[config.mk]
export PLATFORM = sky130hd
export DESIGN_NAME = rast_tri_scheduler_flat
export DESIGN_NICKNAME = d
export VERILOG_FILES = /design/src/rtl/rast_tri_scheduler_if.sv /design/src/rtl/rast_tri_scheduler.sv /design/src/flat_wrapper.sv
export SDC_FILE = /design/constraint.sdc
export NUM_CORES = 2
export LEC_CHECK = 0
export ABC_AREA = 0
export CAP_MARGIN = 10
export CELL_PAD_IN_SITES_DETAIL_PLACEMENT = 1
export CELL_PAD_IN_SITES_GLOBAL_PLACEMENT = 1
export CORE_MARGIN = 2
export CORE_UTILIZATION = 36
export CTS_CLUSTER_DIAMETER = 30
export DETAILED_ROUTE_END_ITERATION = 10
export PLACE_DENSITY_LB_ADDON = 0.1
export SLEW_MARGIN = 20
export SYNTH_ARGS = -nofsm -noshare
export SYNTH_HDL_FRONTEND = slang
export SYNTH_SLANG_ARGS = --single-unit
[constraint.sdc]
create_clock -name clk -period 17.01 [get_ports clk]
set_clock_uncertainty 0.1 [all_clocks]
set_input_delay 3.402 -clock clk [delete_from_list [all_inputs] [get_ports clk]]
set_output_delay 3.402 -clock clk [all_outputs]
set_load 0.05 [all_outputs]
[src/rtl/rast_tri_scheduler_if.sv]
// Bundle of the scheduler's source, configuration and rasterizer-facing signals.
// The slave modport is the scheduler; the master modport is its environment.
interface rast_tri_scheduler_if #(
  parameter int SIGFIG = 24,
  parameter int VERTS  = 3,
  parameter int AXIS   = 3,
  parameter int COLORS = 3
);
  logic signed [VERTS-1:0][AXIS-1:0][SIGFIG-1:0] in_tri_S;
  logic        [COLORS-1:0][SIGFIG-1:0]          in_color_U;
  logic                                          in_valid;
  logic                                          in_ready;

  logic signed [1:0][SIGFIG-1:0]                 cfg_screen_S;
  logic        [3:0]                             cfg_subSample_U;
  logic                                          cfg_valid;
  logic                                          cfg_ack;

  logic                                          halt_RnnnnL;
  logic signed [VERTS-1:0][AXIS-1:0][SIGFIG-1:0] tri_R10S;
  logic        [COLORS-1:0][SIGFIG-1:0]          color_R10U;
  logic                                          validTri_R10H;
  logic signed [1:0][SIGFIG-1:0]                 screen_RnnnnS;
  logic        [3:0]                             subSample_RnnnnU;

  logic                                          busy;
  logic        [31:0]                            tri_count;

  modport slave (
    input  in_tri_S, in_color_U, in_valid,
    output in_ready,
    input  cfg_screen_S, cfg_subSample_U, cfg_valid,
    output cfg_ack,
    input  halt_RnnnnL,
    output tri_R10S, color_R10U, validTri_R10H, screen_RnnnnS, subSample_RnnnnU,
    output busy, tri_count
  );

  modport master (
    output in_tri_S, in_color_U, in_valid,
    input  in_ready,
    output cfg_screen_S, cfg_subSample_U, cfg_valid,
    input  cfg_ack,
    output halt_RnnnnL,
    input  tri_R10S, color_R10U, validTri_R10H, screen_RnnnnS, subSample_RnnnnU,
    input  busy, tri_count
  );
endinterface

[src/rtl/rast_tri_scheduler.sv]
// Triangle queue in front of the rasterizer R10 stage; config changes are applied
// only once the queue and the rasterizer pipe have fully drained.
module rast_tri_scheduler #(
  parameter int SIGFIG       = 24,
  parameter int VERTS        = 3,
  parameter int AXIS         = 3,
  parameter int COLORS       = 3,
  parameter int FIFO_DEPTH   = 4,
  parameter int DRAIN_CYCLES = 10
) (
  input logic                clk,
  input logic                rst,
  rast_tri_scheduler_if.slave bus
);
  localparam int AW = $clog2(FIFO_DEPTH);
  localparam int CW = $clog2(DRAIN_CYCLES + 1);

  typedef logic signed [VERTS-1:0][AXIS-1:0][SIGFIG-1:0] tri_t;
  typedef logic [COLORS-1:0][SIGFIG-1:0]                 color_t;
  typedef logic signed [1:0][SIGFIG-1:0]                 screen_t;

  typedef enum logic [1:0] {
    RUN,
    DRAIN_Q,
    DRAIN_PIPE,
    APPLY
  } state_t;

  state_t state, next_state;

  tri_t    tri_mem   [FIFO_DEPTH];
  color_t  color_mem [FIFO_DEPTH];
  logic [AW:0] wr_ptr, rd_ptr;
  logic        empty, full;

  tri_t        tri_out;
  color_t      color_out;
  logic        valid_out;
  logic [31:0] issue_count;

  logic [CW-1:0] drain_cnt;
  screen_t       screen_pend, screen_act;
  logic [3:0]    sub_pend, sub_act;
  logic          cfg_loaded;

  logic in_ready, push, issue_en, load_out, pop;
  logic latch_cfg, cnt_load, apply_go;

  // Pointers carry one extra wrap bit so full and empty are distinguishable.
  assign empty = (wr_ptr == rd_ptr);
  assign full  = (wr_ptr[AW] != rd_ptr[AW]) && (wr_ptr[AW-1:0] == rd_ptr[AW-1:0]);

  assign in_ready = (state == RUN) && !full && cfg_loaded;
  assign push     = bus.in_valid && in_ready;
  assign issue_en = (state == RUN) || (state == DRAIN_Q);
  assign load_out = issue_en && bus.halt_RnnnnL;
  assign pop      = load_out && !empty;

  always_ff @(posedge clk) begin
    if (push) begin
      tri_mem[wr_ptr[AW-1:0]]   <= bus.in_tri_S;
      color_mem[wr_ptr[AW-1:0]] <= bus.in_color_U;
    end
  end

  always_ff @(posedge clk or posedge rst) begin
    if (rst) begin
      wr_ptr <= '0;
      rd_ptr <= '0;
    end else begin
      if (push) wr_ptr <= wr_ptr + 1'b1;
      if (pop)  rd_ptr <= rd_ptr + 1'b1;
    end
  end

  // R10 output register: frozen while the rasterizer stalls, reloaded otherwise.
  always_ff @(posedge clk or posedge rst) begin
    if (rst) begin
      tri_out   <= '0;
      color_out <= '0;
      valid_out <= 1'b0;
    end else if (load_out) begin
      valid_out <= !empty;
      if (!empty) begin
        tri_out   <= tri_mem[rd_ptr[AW-1:0]];
        color_out <= color_mem[rd_ptr[AW-1:0]];
      end
    end
  end

  always_ff @(posedge clk or posedge rst) begin
    if (rst) begin
      issue_count <= '0;
    end else if (valid_out && bus.halt_RnnnnL) begin
      issue_count <= issue_count + 32'd1;
    end
  end

  always_ff @(posedge clk or posedge rst) begin
    if (rst) state <= RUN;
    else     state <= next_state;
  end

  always_comb begin
    next_state = state;
    latch_cfg  = 1'b0;
    cnt_load   = 1'b0;
    apply_go   = 1'b0;
    unique case (state)
      RUN: begin
        if (bus.cfg_valid) begin
          latch_cfg  = 1'b1;
          next_state = DRAIN_Q;
        end
      end
      DRAIN_Q: begin
        if (empty && !valid_out) begin
          cnt_load   = 1'b1;
          next_state = DRAIN_PIPE;
        end
      end
      DRAIN_PIPE: begin
        if (drain_cnt == '0) begin
          apply_go   = 1'b1;
          next_state = APPLY;
        end
      end
      APPLY: next_state = RUN;
      default: next_state = RUN;
    endcase
  end

  // Only stall-free cycles count towards draining the rasterizer pipe.
  always_ff @(posedge clk or posedge rst) begin
    if (rst) begin
      drain_cnt <= '0;
    end else if (cnt_load) begin
      drain_cnt <= CW'(DRAIN_CYCLES);
    end else if ((state == DRAIN_PIPE) && (drain_cnt != '0) && bus.halt_RnnnnL) begin
      drain_cnt <= drain_cnt - 1'b1;
    end
  end

  always_ff @(posedge clk or posedge rst) begin
    if (rst) begin
      screen_pend <= '0;
      sub_pend    <= '0;
      screen_act  <= '0;
      sub_act     <= '0;
      cfg_loaded  <= 1'b0;
    end else begin
      if (latch_cfg) begin
        screen_pend <= bus.cfg_screen_S;
        sub_pend    <= bus.cfg_subSample_U;
      end
      if (apply_go) begin
        screen_act <= screen_pend;
        sub_act    <= sub_pend;
        cfg_loaded <= 1'b1;
      end
    end
  end

  assign bus.in_ready         = in_ready;
  assign bus.cfg_ack          = (state == APPLY);
  assign bus.tri_R10S         = tri_out;
  assign bus.color_R10U       = color_out;
  assign bus.validTri_R10H    = valid_out;
  assign bus.screen_RnnnnS    = screen_act;
  assign bus.subSample_RnnnnU = sub_act;
  assign bus.busy             = (state != RUN) || !empty || valid_out;
  assign bus.tri_count        = issue_count;
endmodule

[src/flat_wrapper.sv]
// flat-port wrapper written by rule: the top's interface ports become plain ports
module rast_tri_scheduler_flat 
#(
  parameter int SIGFIG       = 24,
  parameter int VERTS        = 3,
  parameter int AXIS         = 3,
  parameter int COLORS       = 3,
  parameter int FIFO_DEPTH   = 4,
  parameter int DRAIN_CYCLES = 10
)
  (clk, rst, bus_in_tri_S, bus_in_color_U, bus_in_valid, bus_in_ready, bus_cfg_screen_S, bus_cfg_subSample_U, bus_cfg_valid, bus_cfg_ack, bus_halt_RnnnnL, bus_tri_R10S, bus_color_R10U, bus_validTri_R10H, bus_screen_RnnnnS, bus_subSample_RnnnnU, bus_busy, bus_tri_count);
  rast_tri_scheduler_if #(.SIGFIG(SIGFIG), .VERTS(VERTS), .AXIS(AXIS), .COLORS(COLORS)) bus_i ();
  input logic clk;
  input logic rst;
  input wire logic [$bits(bus_i.in_tri_S)-1:0] bus_in_tri_S;
  input wire logic [$bits(bus_i.in_color_U)-1:0] bus_in_color_U;
  input wire logic [$bits(bus_i.in_valid)-1:0] bus_in_valid;
  output wire logic [$bits(bus_i.in_ready)-1:0] bus_in_ready;
  input wire logic [$bits(bus_i.cfg_screen_S)-1:0] bus_cfg_screen_S;
  input wire logic [$bits(bus_i.cfg_subSample_U)-1:0] bus_cfg_subSample_U;
  input wire logic [$bits(bus_i.cfg_valid)-1:0] bus_cfg_valid;
  output wire logic [$bits(bus_i.cfg_ack)-1:0] bus_cfg_ack;
  input wire logic [$bits(bus_i.halt_RnnnnL)-1:0] bus_halt_RnnnnL;
  output wire logic [$bits(bus_i.tri_R10S)-1:0] bus_tri_R10S;
  output wire logic [$bits(bus_i.color_R10U)-1:0] bus_color_R10U;
  output wire logic [$bits(bus_i.validTri_R10H)-1:0] bus_validTri_R10H;
  output wire logic [$bits(bus_i.screen_RnnnnS)-1:0] bus_screen_RnnnnS;
  output wire logic [$bits(bus_i.subSample_RnnnnU)-1:0] bus_subSample_RnnnnU;
  output wire logic [$bits(bus_i.busy)-1:0] bus_busy;
  output wire logic [$bits(bus_i.tri_count)-1:0] bus_tri_count;
  assign bus_i.in_tri_S = bus_in_tri_S;
  assign bus_i.in_color_U = bus_in_color_U;
  assign bus_i.in_valid = bus_in_valid;
  assign bus_in_ready = bus_i.in_ready;
  assign bus_i.cfg_screen_S = bus_cfg_screen_S;
  assign bus_i.cfg_subSample_U = bus_cfg_subSample_U;
  assign bus_i.cfg_valid = bus_cfg_valid;
  assign bus_cfg_ack = bus_i.cfg_ack;
  assign bus_i.halt_RnnnnL = bus_halt_RnnnnL;
  assign bus_tri_R10S = bus_i.tri_R10S;
  assign bus_color_R10U = bus_i.color_R10U;
  assign bus_validTri_R10H = bus_i.validTri_R10H;
  assign bus_screen_RnnnnS = bus_i.screen_RnnnnS;
  assign bus_subSample_RnnnnU = bus_i.subSample_RnnnnU;
  assign bus_busy = bus_i.busy;
  assign bus_tri_count = bus_i.tri_count;
  rast_tri_scheduler #(.SIGFIG(SIGFIG), .VERTS(VERTS), .AXIS(AXIS), .COLORS(COLORS), .FIFO_DEPTH(FIFO_DEPTH), .DRAIN_CYCLES(DRAIN_CYCLES)) u_core (.clk(clk), .rst(rst), .bus(bus_i));
endmodule
; ---- Word level (Yosys, flattened, before mapping)
; Memory sizes are Yosys's and may differ from the RTL's. A register that Yosys moved wholly into a read port is not among the register bits.
; Cells that the tools add are included.
[classes]
add_sub_neg = 4
multipliers = 0
n_div = 0
order_cmp = 0
n_eq_ne = 9
shifts = 0
mux = 14
n_bitwise = 1
n_reduce_logical = 23
[op_table]
columns = op, count
row1 = adder 32 x 1 -> 32 bit (second input constant), 1
row2 = logical AND 1 bit, 10
row3 = two-way mux 1 bit, 8
row4 = two-way mux 4 bit, 2
row5 = one-hot mux 2 bit (4 select lines), 1
row6 = adder 3 x 1 -> 3 bit (second input constant), 2
row7 = two-way mux 2 bit, 3
row8 = equality test 2 bit (second input constant), 2
row9 = zero test 4 bit, 1
row10 = inequality test 2 bit (second input constant), 2
row11 = nonzero test 2 bit, 2
row12 = nonzero test 4 bit, 1
row13 = subtractor 4 x 1 -> 4 bit (second input constant), 1
row14 = equality test 3 bit, 1
row15 = zero test 1 bit, 3
row16 = logical OR 1 bit, 3
row17 = AND reduction 3 bit, 1
row18 = equality test 2 x 1 -> 1 bit (second input constant), 1
row19 = equality test 2 bit, 1
row20 = zero test 2 bit, 1
row21 = inequality test 2 x 1 -> 1 bit (second input constant), 1
row22 = AND reduction 2 bit, 1
row23 = inequality test 1 bit, 1
row24 = NOT 1 bit, 1
[word_totals]
regBits = 150
latch_bits = 0
ram_bits = 1152
romBits = 0
output_inout_bits = 376
n_memories = 2
[mem_list]
columns = memory, words, word_bits, rd, rd_ports_with_merged_regs, wr, line
row1 = u_core.tri_mem, 4, 216, 1, 1, 1, rast_tri_scheduler.sv:31  ; tri_t tri_mem [FIFO_DEPTH];
row2 = u_core.color_mem, 4, 72, 1, 1, 1, rast_tri_scheduler.sv:32  ; color_t color_mem [FIFO_DEPTH];

; ---- Depth between registers and ports, before layout
[logic_depth]
ltp_word = 8
mapped_depth = 8

; ---- Worst setup path after synthesis
; Ideal clock, no wire load.
[synth_path]
path_type = input-to-reg
from = in bus_in_valid
to = mem u_core.color_mem[3][0] in the netlist's numbering, enable pin
setup_time_ps = 688
arrival_ps = 10530
required_ps = 16222
path_slack_ps = 5693
path_stages = 3
n_path_buf = 0
path_cell_list = inv_1 a311oi_1 and2_1
[synth_between]
elab_chain_cells = 3
[synth_lines]
columns = element, line
row1 = from (decl), flat_wrapper.sv:17  ; input wire logic [$bits(bus_i.in_valid)-1:0] bus_in_valid;
row2 = logical AND 1 bit, rast_tri_scheduler.sv:54  ; assign push = bus.in_valid && in_ready;
row3 = two-way mux 1 bit, rast_tri_scheduler.sv:60  ; if (push) begin
row4 = two-way mux 1 bit (implied by the code), rast_tri_scheduler.sv:62  ; color_mem[wr_ptr[AW-1:0]] <= bus.in_color_U;
row5 = to (decl), rast_tri_scheduler.sv:32
; Every way passes these cells.

; ---- Worst setup path in the final report
[layout_path]
from = reg u_core.rd_ptr[1]
to = out bus_busy
[layout_between]
elab_chain_cells = 4
[layout_lines]
columns = element, line
row1 = from (decl), rast_tri_scheduler.sv:33  ; logic [AW:0] wr_ptr, rd_ptr;
row2 = from (signal assigned), rast_tri_scheduler.sv:72  ; if (pop) rd_ptr <= rd_ptr + 1'b1;
row3 = equality test 3 bit, rast_tri_scheduler.sv:50  ; assign empty = (wr_ptr == rd_ptr);
row4 = zero test 1 bit, rast_tri_scheduler.sv:171  ; assign bus.busy = (state != RUN) || !empty || valid_out;
row5 = logical OR 1 bit (2 in series), rast_tri_scheduler.sv:171
row6 = to (decl), flat_wrapper.sv:29  ; output wire logic [$bits(bus_i.busy)-1:0] bus_busy;
; Every way passes these cells.

==> metrics <==
share of the core filled with cells in the final layout roughly 51%; Final Net Count between 3000 and 4000; area after detailed placement 67900 µm²; Chip Height 406 µm; TritonCTS clock tree built; critical path endpoint category output pin; Area growth, synth to finish 39.6%; clock root cell sky130_fd_sc_hd__clkbuf_16; setup violators final 0; number of maximum-capacitance constraint violations 0; antenna-violating nets left 0; detailed router's first-iteration violation count between 1500 and 2000; dominant combinational cell family by area after synthesis multiplexers; worst slack at placement about 9.0 ns; async set-reset flop share out of synthesis 27.5%; Mapped Cells 2546; smallest hold slack approximately 0.37 ns; Core ar. approximately 160000 µm²; ys flop type sky130_fd_sc_hd__edfxtp_1; unrepaired setup endpoints after global routing false; Setup Crit Path Kind reg -> out; clock-pin slew on the worst setup and hold paths approximately 0.04 ns; cell count after placement approximately 5300; worst path setup slack after routing about 10 ns; peak ir drop on the vdd network about 0.15 mV; final critical delay including setup and external delays around 7.0 ns; Skew-Pair Late Insertion Delay 0.94 ns; RR Endpoint u_core.color_mem[0][33]; multiplexer area fraction after synthesis a little under a fifth; remaining routing DRC violations 0; DR vias around 29000; # IOs 721; final std cells w/o fill a little over 6000; standard-cell row count ~150; H-tree depth 5; die width around 400 µm; setup TNS after final layout 0 ns; static power due to leakage between 20 and 30 nW; grt ovf 0; area of the die 165000 µm²; sequential area share after synthesis about 78%; logic depth of the worst register-to-register path 5; post-synth cell types 38; xor and xnor area share after synthesis less than 1%; routability-driven placement congestion ratio ~0.79; Post-Synthesis Net Count around 2900; library cell contributing the largest single delay on the critical path sky130_fd_sc_hd__dfrtp_4; kind of path behind the tightest hold check reg -> reg; share of post-route cells with drive strength above 1 between 30% and 40%; final critical-path share of the clock period a little over 40%; final standard cell area without fillers about 81000 µm²; r2r setup slk approximately 12 ns; post-synthesis sequential element count around 1600; number of port buffers 720; Starting Density 36.2%; arrival time worst endpoint roughly 3.5 ns; critical path launch point u_core.rd_ptr[1]; number of buffers inserted by hold repair at cts 0; area of the mapped netlist slightly below 60000 µm²; maximum buffer depth of the clock tree 4; largest incremental delay on the critical path just under 1 ns; Post-CTS Setup Bufs 0; detailed placer's ending HPWL 89500 µm; Synth Warn # 0; number of clock sinks 1590; critical path startpoint category register; Required @ worst endpoint 13.51 ns; First-pass DRT Iterations 5; first-pass GRT wire length around 220000 µm; Power Dens Cells 216 nW/µm²; number of synthesized flops with an enable pin approximately 1200; Max-Slew Margin vs Limit a little under a quarter; hold depth 1; RR Startpoint u_core.rd_ptr[1]; via count of the first global-routing pass between 30000 and 40000; largest fanout on the critical path slightly above 50; number of hold-slack violations in the final timing report 0; initial antenna violation count 57; GRT Total Usage a little under a fifth; CP endpoint bus_busy; share of the synthesized area in compound gates (AO/OA/AOI/OAI) 0.0969%; worst path cell trace xnor2_1 > and4b_1 > nand2_1 > clkdlybuf4s50_1; Post-Synth Simple-Gate Area less than 1%; post-cts sizing count 0; Post-Synth Adder-Cell Area less than 1%; Worst-Margin Slew roughly 1.1 ns; Synth Area per Inst ~23 µm²; upper clock frequency limit about 140 MHz; final routed wire length divided by cell count 24.9 µm; largest net degree at the start of global routing about 140; TritonCTS buffer count about 390; number of max-slew violations in the final report 0; total wirelength of the detailed-routed design 151000 µm; Pwr Total around 18 mW; Vias per Instance about 4.8; result of the run finished clean
==> Yosys cell counts (all sizes together), types with 12 or more instances <==
master | number | area share, %
mux4 | 288 | 11
inv | 12 | 0.078
dfrtp | 438 | 19
nand2 | 22 | 0.15
buf | 69 | 0.57
xnor2 | 25 | 0.39
clkbuf | 40 | 0.26
xor2 | 17 | 0.26
nand3 | 15 | 0.13
ha | 12 | 0.26
nor2 | 12 | 0.082
edfxtp | 1152 | 60
mux2 | 395 | 7.7
==> report_power, final <==
part	internal, mW	total (mW)	leakage [nW]	switching (mW)
registers	4.86	5.28	15.7	0.418
clock network	5.14	7.31	6.35	2.17
logic	2.03	4.91	6.85	2.88
==> routing by layer <==
metal  wire length (µm)  track usage (%)  share of wire, %
met3              12200             7.43               8.1
met5                486                0              0.32
met2              76100             30.5                50
met1              58100             21.4                38
met4               4120             7.08               2.7
==> cells in the final DEF, fill, tap and decap left out, drive strengths merged <==
| cell type | n |
|---|---|
| inv | 22 |
| clkbuf | 494 |
| or3b | 1 |
| xor2 | 17 |
| ha | 12 |
| and4 | 2 |
| dfrtp | 438 |
| clkinv | 110 |
| a21oi | 1 |
| and4b | 1 |
| clkdlybuf4s50 | 720 |
| o211ai | 1 |
| bufinv | 53 |
| o21ai | 3 |
| xnor2 | 25 |
| buf | 33 |
| nand3 | 15 |
| mux4 | 288 |
| nor4 | 5 |
| diode | 16 |
| clkinvlp | 35 |
| nor2 | 12 |
| or4b | 1 |
| nor2b | 1 |
| nand4 | 8 |
| edfxtp | 1152 |
| mux2 | 395 |
| a31oi | 2 |
| nor3 | 6 |
| a311oi | 1 |
| or4 | 4 |
| a21o | 1 |
| and3 | 3 |
| and2 | 6 |
| mux2i | 1 |
| or2 | 1 |
| nand2 | 22 |
==> worst max-delay path, delay by kind of cell, from the launching register on <==
family | cells | cell delay, ns
buffers and inverters | 1 | 0.87
DFF | 1 | 0.97
xor gates and xnor gates | 1 | 0.31
and+or+nand+nor | 2 | 0.42
==> kinds of logic (layout without fill, tap and decap cells) <==
group           count (synthesis)  after routing
flops                        1590           1590
mux                           684            684
buf+inv                       121           1467
simple gates                   88             88
xor+xnor                       42             42
fa+ha+maj                      12             12
compound gates                  9              9
other cells                     0             16
==> worst min-delay path by stage <==
stage                                 start           endpoint  slack [ns]
after floorplan           u_core.cfg_loaded  u_core.cfg_loaded        0.34
after global placement    u_core.cfg_loaded  u_core.cfg_loaded        0.36
after detailed placement  u_core.cfg_loaded  u_core.cfg_loaded        0.36
after CTS                 u_core.cfg_loaded  u_core.cfg_loaded        0.37
after global routing      u_core.cfg_loaded  u_core.cfg_loaded        0.39
final                     u_core.cfg_loaded  u_core.cfg_loaded        0.37
==> state kept, by name, summed over array words and instances, names as in the netlist, 2 cells and up <==
signal	cells
u_core.bus.tri_R10S	216
u_core.tri_mem	864
u_core.bus.color_R10U	72
u_core.bus.tri_count	32
u_core.bus.screen_RnnnnS	48
u_core.color_mem	288
u_core.rd_ptr	3
u_core.wr_ptr	3
u_core.bus.subSample_RnnnnU	4
u_core.state	2
u_core.drain_cnt	4
u_core.sub_pend	4
u_core.screen_pend	48
==> layout make-up <==
type | count | area (µm²)
diodes | 16 | 40.0
clock buffers | 494 | 10600
clock inverters | 208 | 2540
fillers | 14352 | 79300
inverters | 12 | 52.6
multi-input cells | 835 | 12000
flip-flops and latches | 1590 | 45600
well taps | 2160 | 2700
repair buffers | 753 | 7570
Note: power is estimated with default switching activity, not from simulation.
